==> src/rtl/adder_tree_pipe.sv <==
// rtl/adder_tree_pipe.sv - pipelined signed adder tree with optional saturation
//
// Sums N packed signed operands plus a bias (Beta) through a binary
// reduction tree with one register stage per tree level.
// L = ceil(log2(N+1)) levels, so latency is L enabled clock cycles.
//
// Parameters:
//   W    operand/result width (two's-complement)
//   N    number of data operands (1..31)
//   SAT  1 = saturating node adders, 0 = wrap-around node adders
//
// Ports:
//   clk          rising-edge clock
//   GlobalReset  asynchronous active-low reset, clears all pipeline state
//   en           pipeline advance enable; 0 holds every stage
//   in_valid     Operands/Beta carry a valid sample this cycle
//   Operands     packed operands, operand k at [W*k +: W]
//   Beta         bias, treated as the last leaf
//   Result       registered tree sum
//   out_valid    Result holds a valid sum
//   ovf          some node of this sample overflowed (meaningful with out_valid)

module adder_tree_pipe #(
  parameter int W   = 26,
  parameter int N   = 7,
  parameter int SAT = 1
) (
  input  logic           clk,
  input  logic           GlobalReset,
  input  logic           en,
  input  logic           in_valid,
  input  logic [W*N-1:0] Operands,
  input  logic [W-1:0]   Beta,
  output logic [W-1:0]   Result,
  output logic           out_valid,
  output logic           ovf
);

  localparam int LEAVES = N + 1;
  localparam int L      = $clog2(LEAVES);
  // The first level has the most pairs; later levels only have fewer.
  localparam int MAXP   = LEAVES / 2;

  logic [W-1:0] leaf   [0:N];
  logic [W-1:0] data_d [1:L][0:N];
  logic [W-1:0] data_q [1:L][0:N];
  logic [L-1:0] vld_d, vld_q;
  logic [L-1:0] ovf_d, ovf_q;

  // One tree node: W+1 bit sum, overflow when the two top bits differ.
  // Returns {overflow, node_value}.
  function automatic logic [W:0] add_node(input logic [W-1:0] a,
                                          input logic [W-1:0] b);
    logic [W:0]   s;
    logic         of;
    logic [W-1:0] r;
    s  = {a[W-1], a} + {b[W-1], b};
    of = s[W] ^ s[W-1];
    r  = s[W-1:0];
    if ((SAT != 0) && of) begin
      // s[W] is the true sign of the unbounded sum.
      r = s[W] ? {1'b1, {(W-1){1'b0}}} : {1'b0, {(W-1){1'b1}}};
    end
    return {of, r};
  endfunction

  always_comb begin
    for (int k = 0; k < N; k++) begin
      leaf[k] = Operands[W*k +: W];
    end
    leaf[N] = Beta;
  end

  // Next-state for every level. src holds the elements feeding the level
  // being built: the leaves for level 1, the previous level's registers
  // afterwards. Slots beyond a level's element count are held at zero.
  always_comb begin : p_tree
    logic [W-1:0] src [0:N];
    logic [W:0]   node;
    logic         lvl_ovf;
    logic         v_in;
    logic         o_in;
    int           cnt;
    int           pairs;

    vld_d = '0;
    ovf_d = '0;
    node  = '0;
    cnt   = LEAVES;
    v_in  = in_valid;
    o_in  = 1'b0;
    for (int j = 0; j <= N; j++) begin
      src[j] = leaf[j];
    end

    for (int l = 1; l <= L; l++) begin
      pairs   = cnt / 2;
      lvl_ovf = 1'b0;
      for (int j = 0; j <= N; j++) begin
        data_d[l][j] = '0;
      end
      for (int j = 0; j < MAXP; j++) begin
        if (j < pairs) begin
          node         = add_node(src[2*j], src[2*j+1]);
          data_d[l][j] = node[W-1:0];
          lvl_ovf      = lvl_ovf | node[W];
        end
      end
      // Odd element count: the unpaired last element passes through.
      if ((cnt % 2) != 0) begin
        data_d[l][pairs] = src[cnt-1];
      end
      vld_d[l-1] = v_in;
      ovf_d[l-1] = o_in | lvl_ovf;

      // Set up the inputs of the next level from this level's registers.
      for (int j = 0; j <= N; j++) begin
        src[j] = data_q[l][j];
      end
      v_in = vld_q[l-1];
      o_in = ovf_q[l-1];
      cnt  = cnt - pairs;
    end
  end

  always_ff @(posedge clk or negedge GlobalReset) begin
    if (!GlobalReset) begin
      for (int l = 1; l <= L; l++) begin
        for (int j = 0; j <= N; j++) begin
          data_q[l][j] <= '0;
        end
      end
      vld_q <= '0;
      ovf_q <= '0;
    end else if (en) begin
      data_q <= data_d;
      vld_q  <= vld_d;
      ovf_q  <= ovf_d;
    end
  end

  assign Result    = data_q[L][0];
  assign out_valid = vld_q[L-1];
  assign ovf       = ovf_q[L-1];

endmodule

==> config.mk <==
export PLATFORM = sky130hd
export DESIGN_NAME = adder_tree_pipe
export DESIGN_NICKNAME = d
export VERILOG_FILES = /design/src/rtl/adder_tree_pipe.sv
export SDC_FILE = /design/constraint.sdc
export NUM_CORES = 1
export LEC_CHECK = 0
export ABC_AREA = 1
export ABC_CLOCK_PERIOD_IN_PS = 6100
export BUFFER_PORTS_ARGS = -buffer_cell sky130_fd_sc_hd__buf_2
export CAP_MARGIN = 20
export CORE_UTILIZATION = 45
export DETAILED_ROUTE_END_ITERATION = 10
export GPL_TIMING_DRIVEN = 0
export REMOVE_ABC_BUFFERS = 1
export SLEW_MARGIN = 5
export SYNTH_ARGS = -nofsm -noshare
export SYNTH_HDL_FRONTEND = slang
export SYNTH_SLANG_ARGS = --single-unit
==> constraint.sdc <==
create_clock -name clk -period 6.1 [get_ports clk]
set_input_delay 0.61 -clock clk [delete_from_list [all_inputs] [get_ports clk]]
set_output_delay 0.61 -clock clk [all_outputs]
set_load 0.01 [all_outputs]
### Word level (Yosys, flattened, before mapping)

Index checks and enable logic that the tools add are counted.

* register bits: 188
* output and inout bits: 28

* $add $sub $neg: 7
* mux-type cells: 14
* bitwise gates (word level): 13

Operators by type and width (number)
* $mux 26: 14
* $add 26x26->27: 7
* $xor 1x1->1: 7
* $or 1x1->1: 6

### Depth between registers and ports, before layout

Gate-level depths: netlist of the first run.

* word-level depth: 5
* mapped depth: 17
* mapped depth without buffers: 17

### Least setup slack after synthesis of the first run

No wires, ideal clock.

* kind: input port to flip-flop
* start point: input port Operands[104]
* end point: register data_q[547] (netlist name)
* setup time: 0.135 ns
* arrival time: 2.225 ns
* setup slack: 3.741 ns
* stages on the path: 12
* path through: ha_1 inv_1 fa_1 inv_1 nand3_1 nand3_1 nand2_2 nand3_2 nand2_2 a21oi_4 buf_6 a22oi_2

* word-level cells in the longest chain between the ends: 3
* elaborated cells on any way between the ends: 4
* those cells by class: 1 x add/sub; 2 x mux; 1 x bitwise

Ends and longest elaborated chain
* from (decl): line 32 `input logic [W*N-1:0] Operands,`
* $add 26x26->27 (*): line 57 `s = {a[W-1], a} + {b[W-1], b};`
* $mux 26 / $xor 1x1->1 (equally long branches): line 62, 58
* $mux 26 (*): line 60 `if ((SAT != 0) && of) begin`
* to (signal assigned): line 136 `data_q <= data_d;`
* to (decl): line 46 `logic [W-1:0] data_q [1:L][0:N];`

Every way passes the cells marked *; elsewhere a longest branch is shown, timed or not.
A chain may end at the register's enable or synchronous reset.

### Worst setup path in the final report of the first run

* start point: register data_q[558] (netlist name)
* end point: register ovf_q[1]

* word-level cells in the longest chain between the ends: 4

Ends and longest elaborated chain
* $add 26x26->27: line 57
* $xor 1x1->1: line 58 `of = s[W] ^ s[W-1];`
* $or 1x1->1: line 106 `lvl_ovf = lvl_ovf | node[W];`
* $or 1x1->1: line 114 `ovf_d[l-1] = o_in | lvl_ovf;`
* to (signal assigned): line 138 `ovf_q <= ovf_d;`
* to (decl): line 48 `logic [L-1:0] ovf_d, ovf_q;`

Every way passes these cells.

==> out/qor.csv, run 1 <==
stage,metric,value,unit
run_status,status,finished clean,
critical_path,reg2reg_to,ovf_q[1]$_DFFE_PN0P_,
critical_path,crit_fanout,26,
sta,fin_crit_sh,49.5,%
critical_path,cp_cell_sequence,ha_1 > nand2_1 > o21ai_0 > nand2_1 > nand2_1 > a21oi_1 > nand3_1 > nand2_1 > nand2_2 > nand3_1 > nor2_1 > nor2_1,
route,wl_per_cell,16.0,um
synth,yosys_warnings,0,
power_and_ir_drop,swShare,52.0,%
floorplan,boundaryPins,240,
synth,synthCells,2836,
critical_path,cp_num_cells,12,
sta,setup_ws,3080,ps
power_and_ir_drop,p_total,9000,uW
critical_path,worstPathRequired,6440,ps
critical_path,crit_start,data_q[558]$_DFFE_PN0P_,
clock_network,cts_tree,built,
placement,hpwl,47.5,mm
power_and_ir_drop,switchingPower,4680,uW
synth,syn-cell-area,0.0191,sq mm
synth,avgSynthCellArea,6.72,sq um
clock_network,clk_pin_slew_worst_paths,80,ps
critical_path,critPathBufInv,0,
floorplan,dieArea,0.0432,sq mm
power_and_ir_drop,p_leak,0.0105,uW
clock_network,cts_buffers,17,
power_and_ir_drop,power.share.combinational,64.7,%
synth,synth_ff_type,dfrtp_1,
power_and_ir_drop,powerDensity,428,mW/mm^2
run,drv_cap,0,
route,dr.pass1.iters,6,
critical_path,slowest_delay,450,ps
synth,ys_seq_area_share,24.7,%
route,drc,0,
route,vias,18842,
route,via_per_inst,5.27,
clock_network,root_buffer,clkbuf_16,
critical_path,startpoint_type,register,
global_route,grt_max_degree,102,
placement,portBuffers,239,
clock_network,post_cts_buffers,0,
clock_network,cts_resized,0,
sta,hold_ws,132,ps
sta,tightest_slew,928,ps
floorplan,num_rows,75,
sta,setup_tns,0,ps
floorplan,core_region_area,0.0419,sq mm
sta,finalHoldViolCount,0,
power_and_ir_drop,intPower,4320,uW
global_route,grtUsageTotal,26.7,%
sta,setup_violations,0,
min_path,hold_class,in2async,
synth,yosys_register_bits,188,
clock_network,cts_buffer_depth,2,
route,ant_nets,0,
floorplan,die_x,208,um
sta,rsz0062_at_grt,false,
critical_path,cp_top_family,simple AND/OR/NAND/NOR gates,
placement,place_ws,2880,ps
clock_network,cts_max_level,4,
placement,gp_congestion,0.932,
critical_path,timing.rr.start,data_q[558]$_DFFE_PN0P_,
layout,area_growth,10.3,%
sta,max_freq,331,MHz
global_route,grt_pass1_vias,17790,
sta,skew,15.8,ps
power_and_ir_drop,power_frac_clock,12.3,%
global_route,antenna_found_initial,0,
global_route,grt_pass1_wl,93.1,mm
sta,finalCriticalPeriod,3020,ps
critical_path,cp-end-kind,register,
sta,relSlewSlack,38.0,%
route,drt-total-wl,57.0,mm
clock_network,holdBufCountCts,0,
clock_network,clkLatencyLatePin,460,ps
synth,async_flop_share,100,%
synth,ys_types,47,
layout,drive_gt1_share,14.0,%
global_route,gr-total-overflow,0,
critical_path,cp-endpoint,ovf_q[1]$_DFFE_PN0P_,
critical_path,rrSetupSlack,3080,ps
layout,finalNetCount,3421,
power_and_ir_drop,ir_worst_vdd,0.283,mV
clock_network,cts.sinks,188,
synth,synth_edf_count,0,
floorplan,die_h,208,um
power_and_ir_drop,seq_power_share,23.0,%
critical_path,cp_common_cell,nand2_1,
critical_path,path_class,reg2reg,
layout,antenna-diode-count,0,
critical_path,arrival,3360,ps
critical_path,slowest_stage,dfrtp_1,
route,drt_iter0_drc,1299,
sta,slew_viol_final,0,
floorplan,initial_core_util,45.6,%
critical_path,reg2reg_depth,12,
sequential cells by signal, indices dropped and copies added, names as in the netlist:
register	cells
data_q	156
Result	26
ovf_q	3
vld_q	3
metal layers:
metal	routed length (um)	global-route usage (%)	part of all wire (%)	up-vias
li1	-	-	-	9694
met1	29300	39.9	51	8694
met2	24700	41.5	43	412
met3	2190	2.86	3.8	42
met4	821	5.49	1.4	0
met5	0	0	0	-
power groups by stage:
stage               sequential, uW  clock, uW  combinational, uW
finish                        2070       1110               5820
detailed placement            2090          0               5800
global placement              2090          0               5750
floorplan                     1950          0               4250
global route                  2120       1180               6570
CTS                           2070       1140               5830
how the worst min path moves through the flow:
stage                              endpoint  slack [ps]                   start
floorplan             Result[0]$_DFFE_PN0P_         310             GlobalReset
global placement       vld_q[2]$_DFFE_PN0P_         460    vld_q[1]$_DFFE_PN0P_
detailed placement   Result[25]$_DFFE_PN0P_         470  Result[25]$_DFFE_PN0P_
CTS                 data_q[538]$_DFFE_PN0P_         150             GlobalReset
global route        data_q[543]$_DFFE_PN0P_         180             GlobalReset
finish              data_q[543]$_DFFE_PN0P_         130             GlobalReset
logic make-up (layout without fill, tap and decap cells):
| logic type | count (synthesis) | after routing | share of synthesized area [%] |
|---|---|---|---|
| adder cells (fa/ha/maj) | 189 | 189 | 12.7 |
| AND/OR/NAND/NOR | 1486 | 1486 | 32.4 |
| AO/OA/AOI/OAI | 527 | 527 | 16.7 |
| flip-flops | 188 | 188 | 24.7 |
| buffers and inverters | 317 | 514 | 7.62 |
| XOR/XNOR | 129 | 129 | 5.92 |
cell usage after synthesis, types with 4 or more instances:
master | n | share of area, %
nand3_2 | 4 | 0.21
nor3_1 | 33 | 0.87
clkbuf_1 | 20 | 0.39
o21bai_1 | 33 | 1.3
buf_4 | 38 | 1.5
a21o_1 | 14 | 0.55
or2_2 | 12 | 0.39
and2_1 | 6 | 0.20
nand3_1 | 156 | 4.1
xor2_1 | 88 | 4.0
nand2_2 | 29 | 0.95
o21ai_0 | 72 | 1.9
o21a_1 | 11 | 0.43
o21ai_1 | 10 | 0.26
dfrtp_1 | 188 | 25
nor2_1 | 391 | 7.7
buf_6 | 16 | 0.94
nand4_1 | 27 | 0.89
a21oi_2 | 73 | 3.4
fa_1 | 7 | 0.73
a21oi_4 | 5 | 0.43
xnor2_1 | 41 | 1.9
nand2_1 | 792 | 16
nor2_2 | 10 | 0.33
inv_2 | 6 | 0.12
inv_1 | 234 | 4.6
a21oi_1 | 273 | 7.2
a31oi_1 | 22 | 0.72
nand3b_1 | 13 | 0.51
ha_1 | 182 | 12
cells in the final DEF, fill, tap and decap left out, drive strengths merged:
master    Yosys  layout
buf          56     241
clkinv        1       5
nor2        402     402
nand3b       13      13
clkinvlp      0       1
o211ai        2       2
o21bai       33      33
inv         240     250
a21boi        3       3
a211oi        3       3
and2          7       7
nor4          4       4
fa            7       7
nand4        27      27
and3          2       2
a22oi         5       5
o21ai        82      82
a21oi       351     351
o21a         11      11
xnor2        41      41
or2          12      12
nor3         35      35
nand3       160     160
a21o         14      14
xor2         88      88
nand2       824     824
a31oi        22      22
clkbuf       20      17
ha          182     182
dfrtp       188     188
a31o          1       1
area by class of cell:
class | count | area, sq um
Inverter | 241 | 906
Timing Repair Buffer | 241 | 1270
Tap cell | 539 | 674
Fill cell | 4444 | 20800
Clock buffer | 17 | 425
Sequential cell | 188 | 4700
Clock inverter | 15 | 145
Multi-Input combinational cell | 2331 | 12900
metrics by stage:
step	cell area (sq um)	utilization, %	instances
2_1_floorplan	18500	-	2760
3_3_place_gp	20400	48.7	3538
3_5_place_dp	20500	48.9	3540
4_1_cts	21000	50.3	3572
5_1_grt	21000	50.3	3572
6_report	21000	50.3	3572
worst register-to-register path, stage by stage (launching register included):
cell	delay [ps]
dfrtp_1	450
ha_1	410
nand2_1	110
o21ai_0	440
nand2_1	100
nand2_1	160
a21oi_1	110
nand3_1	80
nand2_1	70
nand2_2	370
nand3_1	240
nor2_1	310
nor2_1	70
Note: power is estimated with default switching activity, not from simulation.
==> run 2, diff against run 1 <==
--- a/config.mk
+++ b/config.mk
@@ -6,7 +6,7 @@
 export NUM_CORES = 1
 export LEC_CHECK = 0
 export ABC_AREA = 1
-export ABC_CLOCK_PERIOD_IN_PS = 6100
+export ABC_CLOCK_PERIOD_IN_PS = 3000
 export BUFFER_PORTS_ARGS = -buffer_cell sky130_fd_sc_hd__buf_2
 export CAP_MARGIN = 20
 export CORE_UTILIZATION = 45
==> constraint.sdc (replaced) <==
create_clock -name clk -period 3 [get_ports clk]
set_input_delay 0.3 -clock clk [delete_from_list [all_inputs] [get_ports clk]]
set_output_delay 0.3 -clock clk [all_outputs]
set_load 0.01 [all_outputs]
==> run 2 against run 1 <==
  * First-iteration DRC count rose by 7.1%
  * Sequential share of layout area fell by 0.062 points
  * Fmax rose by 9.5%
  * Total power rose by 100%
  * Hold slack got worse by 28 ps
  * Core utilization rose by 0.14 points
  * Cell count barely moved
  * Design area rose by 0.28%
  * Die area did not move
  * Setup slack got worse by 2800 ps
  * Clock-buffer cell count did not move
  * Sequential cell count did not move
  * Critical endpoint unchanged
  * Highest routed layer unchanged
==> out/qor.csv, run 2 (same netlist as run 1, synthesis figures left out) <==
stage,metric,value,unit,change
critical_path,path_class,reg2reg,,unchanged
clock_network,cts.sinks,188,,unchanged
sta,rsz0062_at_grt,false,,unchanged
power_and_ir_drop,p_leak,0.0105,uW,about the same
critical_path,arrival,3110,ps,was 3360 ps
sta,tightest_slew,916,ps,was 928 ps
floorplan,initial_core_util,45.6,%,unchanged
critical_path,slowest_stage,dfrtp_1,,unchanged
clock_network,cts_buffers,17,,unchanged
layout,finalNetCount,3424,,"was 3,421"
floorplan,boundaryPins,240,,unchanged
route,vias,18861,,"was 18,842"
floorplan,die_x,208,um,unchanged
global_route,grtUsageTotal,26.7,%,about the same
critical_path,slowest_delay,420,ps,was 450 ps
placement,gp_congestion,0.932,,unchanged
route,drt-total-wl,57.3,mm,was 57.0 mm
critical_path,cp_cell_sequence,ha_1 > a21oi_1 > o21a_1 > nand3_1 > nand2_1 > nand3_1 > nand2_1 > nand2_1 > nand2_8 > nand3_1 > nor2_2 > nor2_1,,was ha_1 > nand2_1 > o21ai_0 > nand2_1 > nand2_1 > a21oi_1 > nand3_1 > nand2_1 > nand2_2 > nand3_1 > nor2_1 > nor2_1
clock_network,cts_buffer_depth,2,,unchanged
sta,finalCriticalPeriod,2760,ps,was 3020 ps
placement,hpwl,47.5,mm,unchanged
critical_path,critPathBufInv,0,,unchanged
route,dr.pass1.iters,5,,was 6
placement,portBuffers,239,,unchanged
clock_network,clkLatencyLatePin,460,ps,about the same
critical_path,crit_start,data_q[555]$_DFFE_PN0P_,,was data_q[558]$_DFFE_PN0P_
layout,drive_gt1_share,14.1,%,was 14.0%
route,wl_per_cell,16.0,um,about the same
sta,finalHoldViolCount,0,,unchanged
critical_path,startpoint_type,register,,unchanged
power_and_ir_drop,ir_worst_vdd,0.560,mV,was 0.283 mV
critical_path,timing.rr.start,data_q[555]$_DFFE_PN0P_,,was data_q[558]$_DFFE_PN0P_
power_and_ir_drop,powerDensity,873,mW/mm^2,was 428 mW/mm^2
sta,max_freq,362,MHz,was 331 MHz
global_route,grt_max_degree,102,,unchanged
run,drv_cap,0,,unchanged
run_status,status,finished clean,,unchanged
layout,design_area,0.0211,sq mm,was 0.0210 sq mm
global_route,gr-total-overflow,0,,unchanged
layout,final_common_cell,nand2_1,,unchanged
sta,setup_violations,0,,unchanged
route,drc,0,,unchanged
min_path,hold_class,in2reg,,was in2async
sta,relSlewSlack,38.8,%,was 38.0%
critical_path,cp-end-kind,register,,unchanged
floorplan,die_h,208,um,unchanged
sta,skew,15.0,ps,was 15.8 ps
critical_path,cp_top_family,simple AND/OR/NAND/NOR gates,,unchanged
route,ant_nets,0,,unchanged
layout,area_growth,10.6,%,was 10.3%
critical_path,worstPathRequired,3350,ps,was 6440 ps
power_and_ir_drop,p_total,18400,uW,was 9000 uW
global_route,grt_pass1_wl,93.2,mm,was 93.1 mm
clock_network,root_buffer,clkbuf_16,,unchanged
critical_path,crit_fanout,26,,unchanged
sta,slew_viol_final,0,,unchanged
sta,fin_crit_sh,92.0,%,was 49.5%
layout,fillers,4438,,"was 4,444"
min_path,hold_start,in_valid,,
route,drt_iter0_drc,1391,,"was 1,299"
layout,largest_reg_flops,156,,unchanged
clock_network,clk_pin_slew_worst_paths,80,ps,about the same
layout,largest-register,data_q,,unchanged
route,via_per_inst,5.28,,was 5.27
floorplan,dieArea,0.0432,sq mm,unchanged
clock_network,cts_tree,built,,unchanged
global_route,grt_pass1_vias,17802,,"was 17,790"
floorplan,core_region_area,0.0419,sq mm,unchanged
floorplan,num_rows,75,,unchanged
placement,dpl-instance-area,0.0205,sq mm,unchanged
layout,antenna-diode-count,0,,unchanged
global_route,antenna_found_initial,0,,unchanged
clock_network,cts_max_level,4,,unchanged
layout,layout_common_cells,"nand2_1, nor2_1, a21oi_1",,unchanged
## run 2: metrics by stage
stage	std cells	hold WS, ps	utilization (%)	TNS (ps)	setup slack [ps]
4_1_cts	3573	84.3	50.3	0	76.0
2_1_floorplan	2760	4.41	-	0	628
5_1_grt	3575	91.6	50.4	0	10.8
3_3_place_gp	3538	460	48.7	-788960	-3720
3_5_place_dp	3540	338	48.9	-14.2	-14.2
6_report	3575	104	50.4	0	240
## run 2: path summary, 6_finish.rpt
kind	endpoint	slack (ps)	cells after the start
min in group asynchronous	data_q[538]$_DFFE_PN0P_	420	2
max in group asynchronous	data_q[607]$_DFFE_PN0P_	1640	3
worst max register to register	ovf_q[1]$_DFFE_PN0P_	240	12
worst min-delay path	vld_q[0]$_DFFE_PN0P_	100	3
worst min register to register	Result[25]$_DFFE_PN0P_	490	2
worst max-delay path	ovf_q[1]$_DFFE_PN0P_	240	12
## run 2: layout make-up
cell class / count / area (sq um) / area share [%]
clock inverters: 15 / 145 / 0.688
repair buffers: 242 / 1280 / 6.06
well taps: 539 / 674 / 3.20
flip-flops and latches: 188 / 4700 / 22.3
inverters: 241 / 906 / 4.29
multi-input cells: 2333 / 13000 / 61.4
clock buffers: 17 / 425 / 2.02
## run 2: per-layer routing
metal | GRT usage, % | part of all wire, %
met5 | 0 | 0
met4 | 5.49 | 1.6
met3 | 2.86 | 4.1
met2 | 41.5 | 43
met1 | 39.9 | 51
## run 2: worst reg2reg max path: stages (launching register included)
cell and delay, ps:
dfrtp_1 420, ha_1 350, a21oi_1 280, o21a_1 210, nand3_1 240, nand2_1 190, nand3_1 110, nand2_1 70
nand2_1 120, nand2_8 190, nand3_1 180, nor2_2 220, nor2_1 60
## run 2: timing repair
item	in CTS	in global routing
hold buffers	1	0
buffers inserted	0	0
setup endpoints to repair	1	40
gates cloned	0	2
pin swaps	0	2
resized for setup	1	4
hold endpoints to repair	87	0
## run 2: report_power, final
part | total, uW | switching [uW] | internal [uW]
sequential | 4220 | 763 | 3450
combinational | 11900 | 7690 | 4240
clock | 2260 | 1150 | 1110
